==> config.mk <==
export PLATFORM = sky130hd
export DESIGN_NAME = ikbd_tx_pkt_arb
export DESIGN_NICKNAME = d
export VERILOG_FILES = /design/src/rtl/ikbd_tx_pkt_arb.sv
export SDC_FILE = /design/constraint.sdc
export NUM_CORES = 1
export LEC_CHECK = 0
export ABC_AREA = 1
export CAP_MARGIN = 20
export CORE_MARGIN = 3
export CORE_UTILIZATION = 30
export DETAILED_ROUTE_END_ITERATION = 7
export HOLD_SLACK_MARGIN = 0.12
export SYNTH_ARGS = -nofsm -noshare
export SYNTH_HDL_FRONTEND = slang
export SYNTH_SLANG_ARGS = --single-unit
==> constraint.sdc <==
create_clock -name mcu_clx2 -period 2 [get_ports mcu_clx2]
set_clock_uncertainty 0.2 [all_clocks]
set_input_delay 0.4 -clock mcu_clx2 [delete_from_list [all_inputs] [get_ports mcu_clx2]]
set_output_delay 0.4 -clock mcu_clx2 [all_outputs]
set_load 0.01 [all_outputs]
==> src/rtl/ikbd_tx_pkt_arb.sv <==
// Round-robin packet arbiter: keyboard, mouse and joystick report generators share one SCI transmit path.
// A requester owns the transmitter for a whole packet, bounded by MAXLEN bytes and a stall timeout.
module ikbd_tx_pkt_arb #(
    parameter int MAXLEN  = 8,
    parameter int TIMEOUT = 255
) (
    input  logic        mcu_clx2,
    input  logic        mcu_rst_n,
    input  logic [2:0]  req_valid,
    input  logic [23:0] req_data,
    input  logic [2:0]  req_last,
    output logic [2:0]  req_ready,
    input  logic        tx_empty,
    output logic        tx_load,
    output logic [7:0]  tx_data,
    output logic [2:0]  grant,
    output logic        busy,
    output logic        err_len,
    output logic        err_tmo
);

    localparam logic [3:0] MAXL = 4'(MAXLEN);
    localparam logic [7:0] TMO  = 8'(TIMEOUT);

    typedef enum logic [1:0] {IDLE, SEND, HOLD} state_t;

    state_t      state_q, state_d;
    logic [1:0]  rr_q, rr_d;
    logic [1:0]  gidx_q, gidx_d;
    logic [2:0]  grant_q, grant_d;
    logic [3:0]  byte_cnt_q, byte_cnt_d;
    logic [7:0]  stall_cnt_q, stall_cnt_d;
    logic        hold_q, hold_d;
    logic        last_q, last_d;
    logic        tx_load_q, tx_load_d;
    logic [7:0]  tx_data_q, tx_data_d;
    logic        err_len_q, err_len_d;
    logic        err_tmo_q, err_tmo_d;

    logic [1:0]  pick;
    logic [1:0]  rr_next;
    logic [7:0]  sel_data;
    logic        sel_valid;
    logic        sel_last;
    logic        xfer;

    // First requester at or after the rr pointer, wrapping mod 3.
    always_comb begin
        pick = 2'd0;
        case (rr_q)
            2'd1:    pick = req_valid[1] ? 2'd1 : (req_valid[2] ? 2'd2 : 2'd0);
            2'd2:    pick = req_valid[2] ? 2'd2 : (req_valid[0] ? 2'd0 : 2'd1);
            default: pick = req_valid[0] ? 2'd0 : (req_valid[1] ? 2'd1 : 2'd2);
        endcase
    end

    always_comb begin
        sel_data = 8'h00;
        case (gidx_q)
            2'd1:    sel_data = req_data[15:8];
            2'd2:    sel_data = req_data[23:16];
            default: sel_data = req_data[7:0];
        endcase
    end

    assign sel_valid = |(req_valid & grant_q);
    assign sel_last  = |(req_last & grant_q);
    assign rr_next   = (gidx_q == 2'd2) ? 2'd0 : gidx_q + 2'd1;
    assign req_ready = (state_q == SEND) ? (grant_q & {3{tx_empty}}) : 3'b000;
    assign xfer      = (state_q == SEND) && tx_empty && sel_valid;

    always_comb begin
        state_d     = state_q;
        rr_d        = rr_q;
        gidx_d      = gidx_q;
        grant_d     = grant_q;
        byte_cnt_d  = byte_cnt_q;
        stall_cnt_d = stall_cnt_q;
        hold_d      = hold_q;
        last_d      = last_q;
        tx_load_d   = 1'b0;
        tx_data_d   = tx_data_q;
        err_len_d   = 1'b0;
        err_tmo_d   = 1'b0;
        case (state_q)
            IDLE: begin
                if (|req_valid) begin
                    gidx_d      = pick;
                    grant_d     = 3'b001 << pick;
                    byte_cnt_d  = 4'd0;
                    stall_cnt_d = 8'd0;
                    state_d     = SEND;
                end
            end
            SEND: begin
                if (xfer) begin
                    tx_load_d   = 1'b1;
                    tx_data_d   = sel_data;
                    last_d      = sel_last;
                    byte_cnt_d  = (byte_cnt_q == 4'hF) ? byte_cnt_q : byte_cnt_q + 4'd1;
                    stall_cnt_d = 8'd0;
                    hold_d      = 1'b0;
                    state_d     = HOLD;
                end else if (tx_empty) begin
                    stall_cnt_d = (stall_cnt_q == 8'hFF) ? stall_cnt_q : stall_cnt_q + 8'd1;
                    if (stall_cnt_d >= TMO) begin
                        err_tmo_d = 1'b1;
                        grant_d   = 3'b000;
                        rr_d      = rr_next;
                        state_d   = IDLE;
                    end
                end
            end
            HOLD: begin
                // Two dead cycles let the transmitter drop tx_empty after a load.
                if (!hold_q) begin
                    hold_d = 1'b1;
                end else if (last_q || byte_cnt_q == MAXL) begin
                    err_len_d = !last_q;
                    grant_d   = 3'b000;
                    rr_d      = rr_next;
                    state_d   = IDLE;
                end else begin
                    state_d = SEND;
                end
            end
            default: state_d = IDLE;
        endcase
    end

    always_ff @(posedge mcu_clx2 or negedge mcu_rst_n) begin
        if (!mcu_rst_n) begin
            state_q     <= IDLE;
            rr_q        <= 2'd0;
            gidx_q      <= 2'd0;
            grant_q     <= 3'b000;
            byte_cnt_q  <= 4'd0;
            stall_cnt_q <= 8'd0;
            hold_q      <= 1'b0;
            last_q      <= 1'b0;
            tx_load_q   <= 1'b0;
            tx_data_q   <= 8'h00;
            err_len_q   <= 1'b0;
            err_tmo_q   <= 1'b0;
        end else begin
            state_q     <= state_d;
            rr_q        <= rr_d;
            gidx_q      <= gidx_d;
            grant_q     <= grant_d;
            byte_cnt_q  <= byte_cnt_d;
            stall_cnt_q <= stall_cnt_d;
            hold_q      <= hold_d;
            last_q      <= last_d;
            tx_load_q   <= tx_load_d;
            tx_data_q   <= tx_data_d;
            err_len_q   <= err_len_d;
            err_tmo_q   <= err_tmo_d;
        end
    end

    assign grant   = grant_q;
    assign busy    = (state_q != IDLE);
    assign tx_load = tx_load_q;
    assign tx_data = tx_data_q;
    assign err_len = err_len_q;
    assign err_tmo = err_tmo_q;

endmodule
==> metrics.md, run 1 <==
| Metric | Value |
|---|---|
| Status | finished, final reports clean |
| Commonest non-fill, non-tap cell in the layout | nand2_1 |
| Largest delay share family, worst path | simple AND/OR/NAND/NOR gates |
| Number of detailed-route iterations in the first pass | 4 |
| First DRT Iteration DRCs | 68 |
| Peak supply drop | around 0.76 mV |
| CP endpoint kind | flip-flop |
| First-pass GRT wire length | roughly 9000 um |
| CP startpoint kind | flip-flop |
| Footprint of the multi-input gates | roughly 0.0013 mm2 |
| Layout area overhead | 52.7% |
| Layout fillers | ~700 |
| Sequential cell area fraction in the yosys report | just under 40% |
| # clock sinks | 34 |
| Syn Nets | 336 |
| Root Driver | clkbuf_8 |
| Syn Inst Count | 290 |
| RePlAce Congestion | 0.819 |
| Buf+Inv Stages, Crit Path | 4 |
| Crit share post-route | 96.4% |
| Final Hold Vio Count | 0 |
| Post-detail-place hpwl | roughly 4000 um |
| DR vias/cell | approximately 4.6 |
| Max incr delay on CP | 430 ps |
| Die height | 90.9 um |
| Commonest non-fill, non-tap cells in the layout | nand2_1, clkdlybuf4s50_1, dfrtp_1 |
| Core Area | 0.00691 mm2 |
| Slowest CP cell | dfrtp_2 |
| DRC | 0 |
| Minimum clock period | between 1500 and 2000 ps |
| TritonCTS clock tree | built |
| Required time of the critical path | 2030 ps |
| RSZ-0062 raised after global routing | yes |
| Syn Std Cell Area | ~0.0022 mm2 |
| Net count, final | about 420 |
| Routed Antenna Nets | 0 |
| Placed Area | 0.00296 mm2 |
| Worst EP arrival | a little under 2000 ps |
| Post-route cell area | about 0.0033 mm2 |
| Largest net degree at the start of global routing | 35 |
| Final setup viols | 0 |
| Via count | 2138 |
| Vias in the first global route | between 1.5k and 2k |
| Max_slew headroom | around 71% |
| Site row count | 30 |
| Pleak | about 1.5 nW |
| Pins over their slew limit | 0 |
| CP max FO | 5 |
| Initial core utilization | roughly 31% |
| Ports | 51 |
| Clock Latency Late Sink | 290 ps |
| Worst-case clock buffer depth | 2 |
| I/O Buffers | 50 |
| # H-tree levels | 2 |
| CP Class | reg2reg |
| Syn Area/Cell | approximately 7.5 um2 |
| Maxcap violations | 0 |
| Clock transition at path regs | 80 ps |
| Die extent in x | 90.9 um |
| Final wirelength | around 5500 um |
| DIE AREA | approximately 0.0083 mm2 |
| Layout cells sized above 1 | about 24% |
| Total grt overflow | 0 |
| Cell Chain, Critical Path | buf_4 -> ha_4 -> inv_6 -> o22ai_2 -> inv_1 -> nand2_2 -> nor3_4 -> buf_6 -> nand4_1 -> nand2_1 |
| Initial antenna violation count | 0 |
| Pwr per Cell Area | approximately 1300 mW/mm2 |
| Slew @ Worst Pin | between 400 and 500 ps |
| CTS Hold Bufs | 0 |
| Fmax | 518 MHz |
| Synth cell types | 31 |
| Yosys warns | 0 |
| Final Util | 47.8% |
| Seq cells post-synth | 34 |
| Total GRT Usage | a little over an eighth |
| Routed WL per cell | 11.8 um |
| Diodes inserted | 0 |
| HP Class | reg2reg |
| Register Area | approximately 850 um2 |
| TritonCTS buffer count | 5 |
==> power by group <==
group | internal, mW | switching, mW
Clock | 0.500 | 0.273
Sequential | 0.919 | 0.194
Combinational | 1.16 | 1.34
Total | 2.58 | 1.80
==> state kept, by name, indices dropped and copies added (netlist names) <==
signal / cells
stall_cnt_q: 8
tx_data: 8
byte_cnt_q: 4
grant: 3
gidx_q: 2
rr_q: 2
state_q: 2
err_len: 1
err_tmo: 1
hold_q: 1
last_q: 1
tx_load: 1
==> worst reg2reg max path, stage by stage, from the launching register on <==
cell	delay [ps]
dfrtp_2	430
buf_4	150
ha_4	180
inv_6	80
o22ai_2	90
inv_1	80
nand2_2	70
nor3_4	280
buf_6	140
nand4_1	90
nand2_1	80
==> Yosys cell counts (all sizes together) <==
cell type   n  area share, %
inv        35            6.2
o22ai       3           0.87
nor4        1           0.29
nand3      30            7.6
a41oi       1           0.40
ha         13            7.5
o21ai      38            9.1
dfrtp      34             39
nor3b       1           0.35
nand2      89             17
buf         2           0.58
a21oi       3           0.87
xor2        1           0.40
nand4       8            2.3
nor2       19            3.8
nor3        6            2.1
clkbuf      5           0.87
a31oi       1           0.29
==> logic make-up (layout without fill, tap and decap cells) <==
kind of cell    after synthesis  after routing  share of synthesized area [%]
compound gates               46             46                           11.6
xor+xnor                      1              1                          0.405
fa+ha+maj                    13             13                           7.52
buf+inv                      42            125                           7.63
flops                        34             34                           39.3
simple gates                154            154                           33.5
==> per-stage QoR <==
step	setup TNS, ps	total power, mW	hold slack, ps	std cells	worst slack (ps)
global route	-356	4.75	304	469	-64.3
finish	0	4.39	286	469	71.3
detailed placement	-5480	3.34	273	457	-347
global placement	-4710	3.29	265	457	-309
CTS	0	4.18	292	465	4.81
floorplan	0	2.42	-95.6	290	107
==> repair_timing <==
item | in CTS | in global routing
buffers inserted | 0 | 4
endpoints found under the hold margin | 0 | 0
pin swaps | 0 | 20
gates resized for setup | 12 | 50
endpoints found under the setup margin | 12 | 19
==> path summary, 6_finish.rpt <==
| kind | from | slack [ps] | end | depth (start not counted) |
|---|---|---|---|---|
| max | state_q[0] | 70 | grant[0] | 10 |
| max in group asynchronous | mcu_rst_n | 940 | stall_cnt_q[3] | 2 |
| min | tx_data[0] | 290 | tx_data[0] | 2 |
| min reg2reg | tx_data[0] | 290 | tx_data[0] | 2 |
| min in group asynchronous | mcu_rst_n | 320 | rr_q[0] | 2 |
| max reg2reg | state_q[0] | 70 | grant[0] | 10 |
==> routing by layer <==
layer / GRT usage [%] / share of wire [%] / vias up
met3: 3.75 / 5.6 / 6
met2: 21.5 / 48 / 55
met5: 0 / 0 / -
li1: - / - / 1115
met1: 16.9 / 46 / 962
met4: 3.02 / 0.94 / 0
==> layout make-up <==
class | instances | share of cell area, %
inverters | 35 | 4.28
multi-input cells | 214 | 39.9
repair buffers | 82 | 22.1
clock buffers | 5 | 2.08
flip-flops and latches | 34 | 25.9
well taps | 96 | 3.63
clock inverters | 3 | 2.08
Note: power is estimated with default switching activity, not from simulation.
==> inputs of run 2 (changes only) <==
- HOLD_SLACK_MARGIN: 0.12 -> 0.06
- clock period: 2 -> 2.4 ns (I/O delays scaled with it)
==> run 2 against run 1 <==
Effect of this change:
- flip-flop and latch count unchanged
- largest cell class unchanged
- routed wire length fell by 7.3%
- global-route usage is 0.29 points lower
- first-iteration DRC count rose by 28%
- cell count shrank 4.9%
- non-clock buffer count is 23 lower
- hold slack better by 2.6 ps
- register-to-register slack gained 280 ps
- clock power fell by 16%
- die area unchanged
- clock-buffer cell count unchanged
- critical endpoint is now busy
- setup slack better by 190 ps
==> metrics.md, run 2 (same netlist as run 1, synthesis figures left out) <==
| Metric | Value |
|---|---|
| CP Class | reg2out |
| Die extent in x | 90.9 um (unchanged) |
| HP Class | reg2reg |
| Fmax | roughly 470 MHz |
| Crit share post-route | between 80% and 90% |
| # clock sinks | 34 (unchanged) |
| Initial core utilization | 31.3% (unchanged) |
| Placed Area | 0.00282 mm2 (-4.8%) |
| Layout cells sized above 1 | 11.7% (-13 points) |
| Slowest CP cell | dfrtp_1 |
| CP endpoint kind | primary output |
| Max incr delay on CP | 440 ps (about the same) |
| Cell Chain, Critical Path | inv_1 -> ha_1 -> inv_1 -> dlygate4sd2_1 |
| Pwr per Cell Area | 1090 mW/mm2 (-18%) |
| Pleak | 1.39 nW (-7.2%) |
| Diodes inserted | 0 (unchanged) |
| Die height | 90.9 um (unchanged) |
| Minimum clock period | around 2100 ps |
| Pins over their slew limit | 0 (unchanged) |
| Largest net degree at the start of global routing | 35 (unchanged) |
| Final Hold Vio Count | 0 (unchanged) |
| Total GRT Usage | 12.8% (-0.29 points) |
| First DRT Iteration DRCs | 87 (+28%) |
| Net count, final | 395 (-5.5%) |
| Worst setup startpoint | state_q[0] |
| Buf+Inv Stages, Crit Path | 3 (-1) |
| Placed cells | 438 (-4.2%) |
| Max_slew headroom | 64.1% (-6.6 points) |
| Reg2reg setup slack | 350 ps (+280 ps) |
| HP Start | tx_data[0] |
| Clock Latency Late Sink | 290 ps (about the same) |
| Total grt overflow | 0 (unchanged) |
| Layout fillers | 717 (+3.2%) |
| Post-route cell area | 0.00297 mm2 (-10%) |
| Layout Cells excl Fill | 446 (-4.9%) |
| Layout area overhead | 37.4% |
| RePlAce Congestion | 0.831 (+1.5%) |
| Worst-case clock buffer depth | 2 (unchanged) |
| Required time of the critical path | 1720 ps (-310 ps) |
| Worst EP arrival | 1460 ps (-500 ps) |
| Maxcap violations | 0 (unchanged) |
| Commonest non-fill, non-tap cell in the layout | nand2_1 |
| Final setup viols | 0 (unchanged) |
| Highest routed layer | met4 |
| Core Area | 0.00691 mm2 (unchanged) |
| First-pass GRT wire length | 8800 um (-2.2%) |
| DR vias/cell | 4.63 (+1.5%) |
| Status | finished, final reports clean |
| Routed WL per cell | 11.5 um (-2.5%) |
| DIE AREA | 0.00827 mm2 (unchanged) |
| CP startpoint kind | flip-flop |
| Largest delay share family, worst path | buffers and inverters |
| Vias in the first global route | 1996 (+0.35%) |
| Number of detailed-route iterations in the first pass | 4 (unchanged) |
| I/O Buffers | 50 (unchanged) |
| Metal3 WL | 341 um (+10%) |
| Final wirelength | 5110 um (-7.3%) |
| RSZ-0062 raised after global routing | no |
| Wl on met1 | 2400 um (-4.9%) |
| Commonest non-fill, non-tap cells in the layout | nand2_1, clkdlybuf4s50_1, dfrtp_1 |
| Slew @ Worst Pin | 538 ps (+99.1 ps) |
| Most frequent CP cell | inv_1 |
| DRC | 0 (unchanged) |
| Fin Setup TNS | 0 ps (unchanged) |
| Worst R2R Start | stall_cnt_q[1] |
| Ports | 51 (unchanged) |
| # H-tree levels | 2 (unchanged) |
| Routed Antenna Nets | 0 (unchanged) |
| Site row count | 30 (unchanged) |
| Root Driver | clkbuf_8 |
| Met2 wire len | 2320 um (-12%) |
| TritonCTS clock tree | built |
| Initial antenna violation count | 0 (unchanged) |
| TritonCTS buffer count | 5 (unchanged) |
| Clock transition at path regs | 70 ps (about the same) |
| Post-detail-place hpwl | 3870 um (-4.1%) |
| Peak supply drop | 0.597 mV (-22%) |
| Via count | 2063 (-3.5%) |
| CTS Hold Bufs | 0 (unchanged) |
| CP max FO | 4 (-1) |
==> run 2: cell count changes in the layout (fill, tap and decap cells not counted), moves of 4 or more <==
| cell | delta |
|---|---|
| nand2_2 | -8 |
| nor2_4 | -4 |
| buf_4 | -20 |
| nand2_1 | +9 |
| nand3_1 | +5 |
| clkbuf_2 | -4 |
==> run 2: worst paths after layout <==
check | cells after the start | to
max | 4 | busy
min | 2 | tx_data[0]
max reg2reg | 12 | rr_q[1]
min reg2reg | 2 | tx_data[0]
max in group asynchronous | 2 | state_q[1]
min in group asynchronous | 2 | grant[0]
==> run 2: power by group <==
group / total, mW / leakage [nW] / internal, mW / switching, mW
clock: 0.649 / 0.0683 / 0.417 / 0.232
combinational: 1.65 / 0.871 / 0.699 / 0.955
sequential: 0.928 / 0.447 / 0.765 / 0.163
total: 3.23 / 1.39 / 1.88 / 1.35
==> run 2: worst reg2reg max path, cell delays in order, from the launching register on <==
cell     delay (ps)
dfrtp_1         420
ha_1            260
nand3_2         130
inv_2           110
nand2_4          80
nand2_1         100
nand3_1          80
nor2_1          150
nand2_2         100
nand2_4         110
nand3_2          70
nand2_1          70
nand2_1          50
==> run 2: stage by stage <==
stage | worst slack (ps) | total power [mW] | utilization (%) | hold slack [ps]
finish | 265 | 3.23 | 43.0 | 289
global route | 122 | 3.52 | 43.0 | 306
CTS | 32.6 | 3.26 | 42.9 | 293
detailed placement | -94.0 | 2.59 | 40.8 | 276
global placement | -64.2 | 2.57 | 40.8 | 266
floorplan | 507 | 2.01 | - | -15.6
==> run 2: final cells by class <==
class                           count  area (um2)  area share (%)
Multi-Input combinational cell    214        1160            39.1
Sequential cell                    34         852            28.7
Timing Repair Buffer               59         566            19.0
Inverter                           35         134            4.51
Clock inverter                      3        68.8            2.32
Clock buffer                        5        68.8            2.32
Tap cell                           96         120            4.04
==> run 2: metal layers <==
metal	up-vias	track usage, %
met5	-	0
met4	0	3.77
met3	7	3.75
met2	58	21.1
met1	934	16.1
li1	1064	-
==> run 2: timing repair <==
action | in CTS | in global routing
hold endpoints to repair | 0 | 0
endpoints found under the setup margin | 3 | 8
setup buffers | 0 | 0
resized for setup | 7 | 3
==> inputs of run 3 (changes only) <==
==> constraint.sdc (replaced) <==
create_clock -name mcu_clx2 -period 2.2 [get_ports mcu_clx2]
set_clock_uncertainty 0.2 [all_clocks]
set_input_delay 0.55 -clock mcu_clx2 [delete_from_list [all_inputs] [get_ports mcu_clx2]]
set_output_delay 0.55 -clock mcu_clx2 [all_outputs]
set_load 0.01 [all_outputs]
==> run 3 against run 2 <==
Effect of this change:
- clock power grew 10%
- hold slack lost 3.1 ps
- power grew 14%
- global-route usage grew 0.38 points
- largest power group unchanged
==> metrics.md, run 3 (same netlist as run 1, synthesis figures left out) <==
| Metric | Value |
|---|---|
| Status | finished, final reports clean |
| Clock share of power | 19.4% (-0.7 points) |
| CP startpoint kind | flip-flop |
| Total grt overflow | 0 (unchanged) |
| Max incr delay on CP | 440 ps (about the same) |
| Diodes inserted | 0 (unchanged) |
| Post-detail-place hpwl | 3900 um (+0.83%) |
| Clock transition at path regs | 80 ps (about the same) |
| Placed Area | 0.00290 mm2 (+2.7%) |
| HP Class | reg2reg |
| Largest net degree at the start of global routing | 35 (unchanged) |
| Pleak | 1.42 nW (+2.4%) |
| Slew @ Worst Pin | 516 ps (-22.6 ps) |
| First DRT Iteration DRCs | 92 (+5.7%) |
| Final setup viols | 0 (unchanged) |
| Int Pwr | 2.17 mW (+16%) |
| CP endpoint kind | primary output |
| Cell Chain, Critical Path | inv_1 -> ha_2 -> inv_1 -> dlygate4sd2_1 |
| Switch Pwr | 1.51 mW (+12%) |
| Commonest non-fill, non-tap cell in the layout | nand2_1 |
| Total GRT Usage | 13.1% (+0.38 points) |
| Fmax | 467 MHz |
| Pins over their slew limit | 0 (unchanged) |
| Final Hold Vio Count | 0 (unchanged) |
| DR vias/cell | 4.57 (-1.2%) |
| Comb pwr share | 53.5% (+2.3 points) |
| CP Class | reg2out |
| Peak supply drop | 0.582 mV (-2.5%) |
| Maxcap violations | 0 (unchanged) |
| Most frequent CP cell | inv_1 |
| Clock Latency Late Sink | 290 ps (about the same) |
| Worst EP arrival | 1390 ps (-70 ps) |
| Setup WS pre-CTS | -397 ps (-303 ps) |
| # H-tree levels | 2 (unchanged) |
| Initial antenna violation count | 0 (unchanged) |
| DIE AREA | 0.00827 mm2 (unchanged) |
| Post-route cell area | 0.00307 mm2 (+3.2%) |
| Worst Slack Setup Final | 59.8 ps (-205 ps) |
| Die extent in x | 90.9 um (unchanged) |
| Via count | 2094 (+1.5%) |
| Root Driver | clkbuf_8 |
| Initial core utilization | 31.3% (unchanged) |
| Ports | 51 (unchanged) |
| Highest routed layer | met4 |
| CTS Hold Bufs | 0 (unchanged) |
| DRC | 0 (unchanged) |
| Metal3 WL | 362 um (+6.2%) |
| Fin Setup TNS | 0 ps (unchanged) |
| Max_slew headroom | 65.6% (+1.5 points) |
| Worst setup startpoint | state_q[0] |
| Routed Antenna Nets | 0 (unchanged) |
| # clock sinks | 34 (unchanged) |
| Layout cells sized above 1 | 14.9% (+3.2 points) |
| CP max FO | 4 (unchanged) |
| Routed WL per cell | 11.2 um (-2.5%) |
| Wl on met1 | 2420 um (+0.79%) |
| Commonest non-fill, non-tap cells in the layout | nand2_1, clkdlybuf4s50_1, dfrtp_1 |
| RePlAce Congestion | 0.808 (-2.7%) |
| Die height | 90.9 um (unchanged) |
| Final wirelength | 5120 um (about the same) |
| First-pass GRT wire length | 9080 um (+3.2%) |
| RSZ-0062 raised after global routing | no |
| Number of detailed-route iterations in the first pass | 4 (unchanged) |
| Flop pwr share | 27.1% (-1.6 points) |
| Worst-case clock buffer depth | 2 (unchanged) |
| Core Area | 0.00691 mm2 (unchanged) |
| HP Start | tx_data[0] |
| TritonCTS clock tree | built |
| Net count, final | 407 (+3.0%) |
| Vias in the first global route | 2013 (+0.85%) |
| Switch share | 41.0% (-0.80 points) |
| Slowest CP cell | dfrtp_2 |
| Met2 wire len | 2290 um (-0.95%) |
| I/O Buffers | 50 (unchanged) |
| Worst hold slack | 286 ps (-3.12 ps) |
| Layout area overhead | 41.8% |
| Minimum clock period | about 2100 ps |
| Required time of the critical path | 1450 ps (-270 ps) |
| Site row count | 30 (unchanged) |
| Crit share post-route | 97.3% |
| Pwr per Cell Area | 1200 mW/mm2 (+11%) |
| TritonCTS buffer count | 5 (unchanged) |
| Worst R2R Start | stall_cnt_q[0] |
[run 3: final timing paths]
| kind | cells past startpoint | endpoint | slack (ps) |
|---|---|---|---|
| min | 2 | tx_data[0] | 290 |
| max | 4 | busy | 60 |
| max in group asynchronous | 2 | state_q[0] | 1010 |
| min in group asynchronous | 2 | rr_q[1] | 450 |
| max reg2reg | 12 | grant[0] | 150 |
| min reg2reg | 2 | tx_data[0] | 290 |
[run 3: layout make-up]
| cell class | instances | area, um2 |
|---|---|---|
| tap | 96 | 120 |
| inverter | 35 | 134 |
| multi-input combinational | 214 | 1170 |
| clock buffer | 5 | 68.8 |
| sequential | 34 | 852 |
| fill | 717 | 3840 |
| timing repair buffer | 71 | 656 |
| clock inverter | 3 | 68.8 |
[run 3: routing by layer]
metal | GRT usage [%] | up-vias
met5 | 0 | -
met4 | 3.02 | 0
met3 | 4.50 | 5
met2 | 21.2 | 62
met1 | 17.0 | 938
li1 | - | 1089
[run 3: timing repair]
action	CTS	global route
setup endpoints to repair	6	11
buffers inserted	0	2
hold endpoints to repair	0	0
gates resized for setup	7	7
[run 3: through the flow]
stage                     cells  total power, mW  util (%)
after floorplan             290             2.20         -
after global placement      448             2.93      41.9
after detailed placement    448             2.95      41.9
after CTS                   456             3.67      43.9
after global routing        458             4.03      44.4
final                       458             3.68      44.4
[run 3: critical path, delay by kind of cell (launching register included)]
| kind | cells | cell delay [ps] |
|---|---|---|
| buffers and inverters | 3 | 460 |
| DFF | 1 | 440 |
| adders and majority gates | 1 | 200 |
[run 3: power by group through the flow]
stage	clock [mW]	sequential (mW)	combinational, mW
floorplan	0	1.02	1.17
global placement	0	1.00	1.93
detailed placement	0	1.01	1.95
CTS	0.725	0.997	1.95
global route	0.755	1.04	2.24
finish	0.715	0.999	1.97
